<file path="config.mk">
export PLATFORM = sky130hd
export DESIGN_NAME = match_round_controller_flat
export DESIGN_NICKNAME = d
export VERILOG_FILES = /design/src/rtl/match_round_if.sv /design/src/rtl/match_round_controller.sv /design/src/flat_wrapper.sv
export SDC_FILE = /design/constraint.sdc
export NUM_CORES = 1
export LEC_CHECK = 0
export ABC_AREA = 1
export BUFFER_PORTS_ARGS = -buffer_cell sky130_fd_sc_hd__buf_2
export CAP_MARGIN = 10
export CORE_ASPECT_RATIO = 0.8
export CORE_MARGIN = 2
export CORE_UTILIZATION = 60
export DETAILED_ROUTE_END_ITERATION = 7
export GPL_ROUTABILITY_DRIVEN = 0
export GPL_TIMING_DRIVEN = 0
export PLACE_DENSITY = 0.83
export SYNTH_ARGS = -nofsm -noshare
export SYNTH_HDL_FRONTEND = slang
export SYNTH_SLANG_ARGS = --single-unit
export TNS_END_PERCENT = 30
</file>
<file path="constraint.sdc">
create_clock -name clk -period 3.4 [get_ports clk]
set_clock_uncertainty 0.05 [all_clocks]
set_input_delay 0.34 -clock clk [delete_from_list [all_inputs] [get_ports clk]]
set_output_delay 0.34 -clock clk [all_outputs]
set_load 0.01 [all_outputs]
</file>
<file path="src/rtl/match_round_if.sv">
// Handshake bundle between the match sequencer and the game blocks it gates.
// The master modport belongs to whoever drives the tick, health and buttons.
interface match_round_if #(
  parameter int HP_W    = 9,
  parameter int SCORE_W = 2
);
  logic               tick_en;
  logic [HP_W-1:0]    health_1;
  logic [HP_W-1:0]    health_2;
  logic               confirm_btn;
  logic               force_reset_sw;
  logic               inputs_enable;
  logic               round_reset;
  logic [3:0]         round_num;
  logic [6:0]         timer_secs;
  logic [SCORE_W-1:0] score_1;
  logic [SCORE_W-1:0] score_2;
  logic [1:0]         winner;
  logic               match_over;
  logic [1:0]         state_dbg;

  modport master (
    output tick_en, health_1, health_2, confirm_btn, force_reset_sw,
    input  inputs_enable, round_reset, round_num, timer_secs,
    input  score_1, score_2, winner, match_over, state_dbg
  );

  modport slave (
    input  tick_en, health_1, health_2, confirm_btn, force_reset_sw,
    output inputs_enable, round_reset, round_num, timer_secs,
    output score_1, score_2, winner, match_over, state_dbg
  );
endinterface

</file>
<file path="src/rtl/match_round_controller.sv">
// Best-of-N match sequencer: intro countdown, timed fight, result display,
// scoring, match winner and hold-to-restart (confirm or force switch).
module match_round_controller #(
  parameter int HP_W          = 9,
  parameter int ROUNDS_TO_WIN = 2,
  parameter int ROUND_SECS    = 60,
  parameter int TICK_HZ       = 20,
  parameter int READY_TICKS   = 60,
  parameter int RESULT_TICKS  = 40,
  parameter int HOLD_TICKS    = 40,
  parameter int SCORE_W       = $clog2(ROUNDS_TO_WIN + 1)
) (
  input  logic         clk,
  input  logic         reset,
  match_round_if.slave bus
);

  localparam int CNT_MAX = (READY_TICKS > RESULT_TICKS) ? READY_TICKS : RESULT_TICKS;
  localparam int CNT_W   = $clog2(CNT_MAX + 1);
  localparam int SUB_W   = (TICK_HZ > 1) ? $clog2(TICK_HZ) : 1;
  localparam int HOLD_W  = $clog2(HOLD_TICKS + 1);

  localparam logic [CNT_W-1:0]   READY_C  = CNT_W'(READY_TICKS);
  localparam logic [CNT_W-1:0]   RESULT_C = CNT_W'(RESULT_TICKS);
  localparam logic [CNT_W-1:0]   CNT_ONE  = CNT_W'(1);
  localparam logic [SUB_W-1:0]   SUB_LAST = SUB_W'(TICK_HZ - 1);
  localparam logic [HOLD_W-1:0]  HOLD_C   = HOLD_W'(HOLD_TICKS);
  localparam logic [6:0]         ROUND_C  = 7'(ROUND_SECS);
  localparam logic [SCORE_W-1:0] WIN_C    = SCORE_W'(ROUNDS_TO_WIN);

  localparam logic [1:0] W_NONE = 2'b00;
  localparam logic [1:0] W_P1   = 2'b01;
  localparam logic [1:0] W_P2   = 2'b10;
  localparam logic [1:0] W_DRAW = 2'b11;

  typedef enum logic [1:0] {
    S_INTRO      = 2'd0,
    S_FIGHT      = 2'd1,
    S_ROUND_END  = 2'd2,
    S_MATCH_OVER = 2'd3
  } state_t;

  state_t             state_q, state_d;
  logic [CNT_W-1:0]   cnt_q, cnt_d;
  logic [SUB_W-1:0]   sub_q, sub_d;
  logic [6:0]         timer_q, timer_d;
  logic [SCORE_W-1:0] score1_q, score1_d, score2_q, score2_d;
  logic [3:0]         round_q, round_d;
  logic [1:0]         winner_q, winner_d;
  logic               ien_q, ien_d, rr_q, rr_d, mo_q, mo_d;
  logic [HOLD_W-1:0]  chold_q, chold_d, fhold_q, fhold_d;
  logic               clock_q, clock_d, flock_q, flock_d;

  logic       restart, pulse, decide, h1_zero, h2_zero;
  logic [1:0] res;

  function automatic logic [HOLD_W-1:0] hold_inc(input logic [HOLD_W-1:0] h);
    return (h == HOLD_C) ? h : h + HOLD_W'(1);
  endfunction

  function automatic logic [3:0] round_inc(input logic [3:0] r);
    return (r == 4'd15) ? r : r + 4'd1;
  endfunction

  assign h1_zero = (bus.health_1 == '0);
  assign h2_zero = (bus.health_2 == '0);

  always_comb begin
    state_d  = state_q;
    cnt_d    = cnt_q;
    sub_d    = sub_q;
    timer_d  = timer_q;
    score1_d = score1_q;
    score2_d = score2_q;
    round_d  = round_q;
    winner_d = winner_q;
    ien_d    = ien_q;
    mo_d     = mo_q;
    chold_d  = chold_q;
    fhold_d  = fhold_q;
    clock_d  = clock_q;
    flock_d  = flock_q;
    restart  = 1'b0;
    pulse    = 1'b0;
    decide   = 1'b0;
    res      = W_NONE;

    if (bus.tick_en) begin
      // A lock is taken at each restart so a still-held button cannot retrigger.
      if (!bus.force_reset_sw) begin
        fhold_d = '0;
        flock_d = 1'b0;
      end else if (!flock_q) begin
        fhold_d = hold_inc(fhold_q);
      end

      if (!bus.confirm_btn) begin
        chold_d = '0;
        clock_d = 1'b0;
      end else if (state_q != S_MATCH_OVER) begin
        chold_d = '0;
      end else if (!clock_q) begin
        chold_d = hold_inc(chold_q);
      end

      restart = (fhold_d == HOLD_C) ||
                ((state_q == S_MATCH_OVER) && (chold_d == HOLD_C));

      if (restart) begin
        state_d  = S_INTRO;
        cnt_d    = READY_C;
        sub_d    = '0;
        timer_d  = ROUND_C;
        score1_d = '0;
        score2_d = '0;
        round_d  = 4'd1;
        winner_d = W_NONE;
        ien_d    = 1'b0;
        mo_d     = 1'b0;
        chold_d  = '0;
        fhold_d  = '0;
        flock_d  = bus.force_reset_sw;
        clock_d  = bus.confirm_btn;
        pulse    = 1'b1;
      end else begin
        unique case (state_q)
          S_INTRO: begin
            if (cnt_q == CNT_ONE) begin
              state_d = S_FIGHT;
              timer_d = ROUND_C;
              sub_d   = '0;
              ien_d   = 1'b1;
            end else begin
              cnt_d = cnt_q - CNT_ONE;
            end
          end
          S_FIGHT: begin
            if (h1_zero && h2_zero) begin
              decide = 1'b1;
              res    = W_DRAW;
            end else if (h1_zero) begin
              decide = 1'b1;
              res    = W_P2;
            end else if (h2_zero) begin
              decide = 1'b1;
              res    = W_P1;
            end else if (sub_q == SUB_LAST) begin
              sub_d   = '0;
              timer_d = timer_q - 7'd1;
              if (timer_q == 7'd1) begin
                decide = 1'b1;
                res    = (bus.health_1 > bus.health_2) ? W_P1 :
                         (bus.health_2 > bus.health_1) ? W_P2 : W_DRAW;
              end
            end else begin
              sub_d = sub_q + SUB_W'(1);
            end
            if (decide) begin
              winner_d = res;
              if (res == W_P1) score1_d = score1_q + SCORE_W'(1);
              if (res == W_P2) score2_d = score2_q + SCORE_W'(1);
              state_d = S_ROUND_END;
              cnt_d   = RESULT_C;
              ien_d   = 1'b0;
            end
          end
          S_ROUND_END: begin
            if (cnt_q == CNT_ONE) begin
              if ((score1_q == WIN_C) || (score2_q == WIN_C)) begin
                state_d  = S_MATCH_OVER;
                mo_d     = 1'b1;
                winner_d = (score1_q == WIN_C) ? W_P1 : W_P2;
              end else begin
                state_d  = S_INTRO;
                round_d  = round_inc(round_q);
                winner_d = W_NONE;
                cnt_d    = READY_C;
                pulse    = 1'b1;
              end
            end else begin
              cnt_d = cnt_q - CNT_ONE;
            end
          end
          default: ;
        endcase
      end
    end

    rr_d = pulse && !rr_q;
  end

  always_ff @(posedge clk) begin
    if (reset) begin
      state_q  <= S_INTRO;
      cnt_q    <= READY_C;
      sub_q    <= '0;
      timer_q  <= ROUND_C;
      score1_q <= '0;
      score2_q <= '0;
      round_q  <= 4'd1;
      winner_q <= W_NONE;
      ien_q    <= 1'b0;
      rr_q     <= 1'b0;
      mo_q     <= 1'b0;
      chold_q  <= '0;
      fhold_q  <= '0;
      clock_q  <= 1'b0;
      flock_q  <= 1'b0;
    end else begin
      state_q  <= state_d;
      cnt_q    <= cnt_d;
      sub_q    <= sub_d;
      timer_q  <= timer_d;
      score1_q <= score1_d;
      score2_q <= score2_d;
      round_q  <= round_d;
      winner_q <= winner_d;
      ien_q    <= ien_d;
      rr_q     <= rr_d;
      mo_q     <= mo_d;
      chold_q  <= chold_d;
      fhold_q  <= fhold_d;
      clock_q  <= clock_d;
      flock_q  <= flock_d;
    end
  end

  assign bus.inputs_enable = ien_q;
  assign bus.round_reset   = rr_q;
  assign bus.round_num     = round_q;
  assign bus.timer_secs    = timer_q;
  assign bus.score_1       = score1_q;
  assign bus.score_2       = score2_q;
  assign bus.winner        = winner_q;
  assign bus.match_over    = mo_q;
  assign bus.state_dbg     = state_q;

endmodule

</file>
<file path="src/flat_wrapper.sv">
// flat-port wrapper written by rule: the top's interface ports become plain ports
module match_round_controller_flat 
#(
  parameter int HP_W          = 9,
  parameter int ROUNDS_TO_WIN = 2,
  parameter int ROUND_SECS    = 60,
  parameter int TICK_HZ       = 20,
  parameter int READY_TICKS   = 60,
  parameter int RESULT_TICKS  = 40,
  parameter int HOLD_TICKS    = 40,
  parameter int SCORE_W       = $clog2(ROUNDS_TO_WIN + 1)
)
  (clk, reset, bus_tick_en, bus_health_1, bus_health_2, bus_confirm_btn, bus_force_reset_sw, bus_inputs_enable, bus_round_reset, bus_round_num, bus_timer_secs, bus_score_1, bus_score_2, bus_winner, bus_match_over, bus_state_dbg);
  match_round_if #(.HP_W(HP_W), .SCORE_W(SCORE_W)) bus_i ();
  input  logic clk;
  input  logic reset;
  input wire logic [$bits(bus_i.tick_en)-1:0] bus_tick_en;
  input wire logic [$bits(bus_i.health_1)-1:0] bus_health_1;
  input wire logic [$bits(bus_i.health_2)-1:0] bus_health_2;
  input wire logic [$bits(bus_i.confirm_btn)-1:0] bus_confirm_btn;
  input wire logic [$bits(bus_i.force_reset_sw)-1:0] bus_force_reset_sw;
  output wire logic [$bits(bus_i.inputs_enable)-1:0] bus_inputs_enable;
  output wire logic [$bits(bus_i.round_reset)-1:0] bus_round_reset;
  output wire logic [$bits(bus_i.round_num)-1:0] bus_round_num;
  output wire logic [$bits(bus_i.timer_secs)-1:0] bus_timer_secs;
  output wire logic [$bits(bus_i.score_1)-1:0] bus_score_1;
  output wire logic [$bits(bus_i.score_2)-1:0] bus_score_2;
  output wire logic [$bits(bus_i.winner)-1:0] bus_winner;
  output wire logic [$bits(bus_i.match_over)-1:0] bus_match_over;
  output wire logic [$bits(bus_i.state_dbg)-1:0] bus_state_dbg;
  assign bus_i.tick_en = bus_tick_en;
  assign bus_i.health_1 = bus_health_1;
  assign bus_i.health_2 = bus_health_2;
  assign bus_i.confirm_btn = bus_confirm_btn;
  assign bus_i.force_reset_sw = bus_force_reset_sw;
  assign bus_inputs_enable = bus_i.inputs_enable;
  assign bus_round_reset = bus_i.round_reset;
  assign bus_round_num = bus_i.round_num;
  assign bus_timer_secs = bus_i.timer_secs;
  assign bus_score_1 = bus_i.score_1;
  assign bus_score_2 = bus_i.score_2;
  assign bus_winner = bus_i.winner;
  assign bus_match_over = bus_i.match_over;
  assign bus_state_dbg = bus_i.state_dbg;
  match_round_controller #(.HP_W(HP_W), .ROUNDS_TO_WIN(ROUNDS_TO_WIN), .ROUND_SECS(ROUND_SECS), .TICK_HZ(TICK_HZ), .READY_TICKS(READY_TICKS), .RESULT_TICKS(RESULT_TICKS), .HOLD_TICKS(HOLD_TICKS), .SCORE_W(SCORE_W)) u_core (.clk(clk), .reset(reset), .bus(bus_i));
endmodule
</file>
==> out/metrics.cfg <==
[status]
outcome = completed

[synthesis]
syn_area_mm2 = 0.00361
yosysWarnings = 0
synth_area_leaders = dfxtp_1 (26%), nand2_1 (13%), ha_1 (8.7%)
synth.top_cells.by_count = nand2_1 (124), inv_1 (67), nor2_1 (59)
synthesis.nets = 589
synthCells = 541
ys_types = 43
synth_top_area_share = 0.260
ys_ff_latch = 47
yosys.area.top_type = dfxtp_1
synth-seq-area-share = 0.260
avgSynthCellArea_um2 = 6.68
synth-edff-count = 0
synth_flop_cell = dfxtp_1
async_flop_share = 0
yosysMostFrequentCell = nand2_1

[sta]
layout_min_cycle_time_ns = 2.46
grt_setup_unrepaired = false
fmax_mhz = 406
fin_tns_setup_ns = 0
hold_violations = 0
fin_crit_sh = 0.724
max_slew_margin = 0.570
finalMaxSlewViolations = 0
worstMarginPinSlew_ns = 0.645
final-setup-viol-count = 0
fin_hold_ws_ns = 0.284

[finish]
area_growth_pct = 11.4
finalInstanceArea_mm2 = 0.00402
final_nets = 638
drive_above_1_share = 0.173
antenna_cells = 0

[power]
vdd_drop_max_uv = 223
p_per_area_mw_per_mm2 = 318
switchingPower_uw = 406
pwr-share-clk = 0.293
combPwrFrac = 0.240
swShare = 0.317
sequentialPowerShare = 0.467
internal_power_uw = 874
p_leak_uw = 0.00193

[route]
drtIter0Drc = 259
first_pass_iters = 4
detail-route-antenna-nets = 0
wl_per_cell_um = 13.0
post_drt_via_cell_ratio = 5.40
vias = 3630
wl_um = 8710
drc = 0

[clock_network]
ctsHoldBuffers = 0
cts.sinks = 47
clk_pin_slew_ns = 0.09
cts_tree = done
clock_latency_ns = 0.30
htreeDepth = 2
tritoncts.num_buffers = 5
cts_max_path_buffers = 2
cts_root_buffer = clkbuf_8
cts_setup_buffers = 0
cts-resized-gates = 0

[die]
rows = 25
die_h_um = 73.4
die-area_mm2 = 0.00666
core-area_mm2 = 0.00585
pin_count = 45
start_util = 0.618
chipWidth_um = 90.8

[placement]
place_area_mm2 = 0.00392
dpl.hpwl_um = 6730
port_buffers = 42

[worst_setup_path]
startpoint_type = flip-flop
worstSetupEndpointType = flip-flop
worstSetupPathType = reg2reg
reg2regPathDepth = 16
endpoint = u_core.bus.timer_secs[2]
critPathMaxFanout = 10
r2r-end = u_core.bus.timer_secs[2]
rrSetupSlack_ns = 0.94
required_ns = 3.52
crit_start = u_core.chold_q[0]
arrival_ns = 2.58
reg2reg_from = u_core.chold_q[0]

[global_route]
grt_max_degree = 14
antenna_found_initial = 0
overflow = 0
grt_pass1_vias = 3369
track_usage = 0.270
grt_pass1_wl_um = 14800

[hold_path]
hold_class = in2reg

[job]
drv_cap = 0

-- through the flow --
step / setup slack [ns] / std cells / power, uW / utilization
after floorplan: 1.30 / 541 / 835 / -
after global placement: 1.05 / 664 / 903 / 0.671
after detailed placement: 0.968 / 664 / 915 / 0.671
after CTS: 0.944 / 672 / 1290 / 0.688
after global routing: 0.746 / 672 / 1350 / 0.688
final: 0.938 / 672 / 1280 / 0.688
-- cells in the final DEF (no fill, tap or decap), drive strengths merged --
master / count
clkinv: 3
o211ai: 3
inv: 74
o21ai: 21
a21oi: 32
o21a: 1
buf: 47
nand2: 134
nor3: 12
nor2: 69
o311ai: 1
xor2: 8
or2: 3
nand3b: 2
nand3: 59
dfxtp: 47
ha: 25
a221oi: 1
clkbuf: 15
and3: 1
xnor2: 4
o22ai: 6
a31oi: 2
a21boi: 1
nand4: 20
-- power by group through the flow --
stage | combinational (uW) | sequential [uW] | clock (uW)
final | 307 | 598 | 375
after global routing | 348 | 601 | 403
after CTS | 306 | 598 | 382
after detailed placement | 304 | 611 | 0
after global placement | 294 | 609 | 0
after floorplan | 225 | 610 | 0
-- cells by family (layout without fill, tap and decap cells) --
group	count (synthesis)	after routing	synth area share
simple gates	300	300	0.415
buf+inv	89	139	0.0977
xor+xnor	12	12	0.0291
flops	47	47	0.260
compound gates	68	68	0.111
fa+ha+maj	25	25	0.0866
-- routing by layer --
metal / part of all wire / GRT usage / up-vias / routed length [um]
met5: 0 / 0 / - / 0
met4: 0.0062 / 0.0684 / 0 / 54
met3: 0.045 / 0.0431 / 6 / 392
met2: 0.49 / 0.497 / 89 / 4230
met1: 0.46 / 0.335 / 1668 / 4030
li1: - / - / 1867 / -
-- worst max-delay path, cell delays in order (launching register included) --
cell and delay (ns):
dfxtp_1 0.41, inv_1 0.10, ha_1 0.22, nand2_1 0.08, clkinv_1 0.07, nand3_1 0.13, nand2_1 0.08, nand2_1 0.06
nand3_1 0.10, nand3_1 0.16, nor2_4 0.06, nor2_8 0.20, nand2_2 0.17, nand4_4 0.21, clkinv_2 0.11, nand2_1 0.07
nand3_1 0.07
-- area by class of cell --
| cell class | count | area [um2] |
|---|---|---|
| Multi-Input combinational cell | 405 | 2320 |
| Fill cell | 527 | 1830 |
| Sequential cell | 47 | 941 |
| Inverter | 77 | 290 |
| Timing Repair Buffer | 42 | 210 |
| Tap cell | 81 | 101 |
| Clock buffer | 8 | 100 |
| Buffer | 12 | 62.6 |
-- worst min path at each step --
| stage | from | end | slack [ns] | cells after the start |
|---|---|---|---|---|
| after floorplan | u_core.cnt_q[5] | u_core.cnt_q[5] | 0.38 | 2 |
| after global placement | u_core.cnt_q[5] | u_core.cnt_q[5] | 0.39 | 2 |
| after CTS | bus_confirm_btn | u_core.chold_q[5] | 0.28 | 3 |
| after global routing | bus_confirm_btn | u_core.chold_q[5] | 0.32 | 3 |
| after detailed placement | u_core.bus.score_2[1] | u_core.bus.score_2[1] | 0.41 | 2 |
| final | bus_confirm_btn | u_core.chold_q[5] | 0.28 | 3 |
-- sequential cells by signal (all words and copies together) (netlist names) --
name / flops
u_core.bus.score_1: 2
u_core.bus.match_over: 1
u_core.bus.state_dbg: 2
u_core.flock_q: 1
u_core.bus.score_2: 2
u_core.chold_q: 6
u_core.bus.inputs_enable: 1
u_core.bus.round_reset: 1
u_core.bus.winner: 2
u_core.clock_q: 1
u_core.fhold_q: 6
u_core.sub_q: 5
u_core.bus.timer_secs: 7
u_core.cnt_q: 6
u_core.bus.round_num: 4
Note: power is estimated with default switching activity, not from simulation.
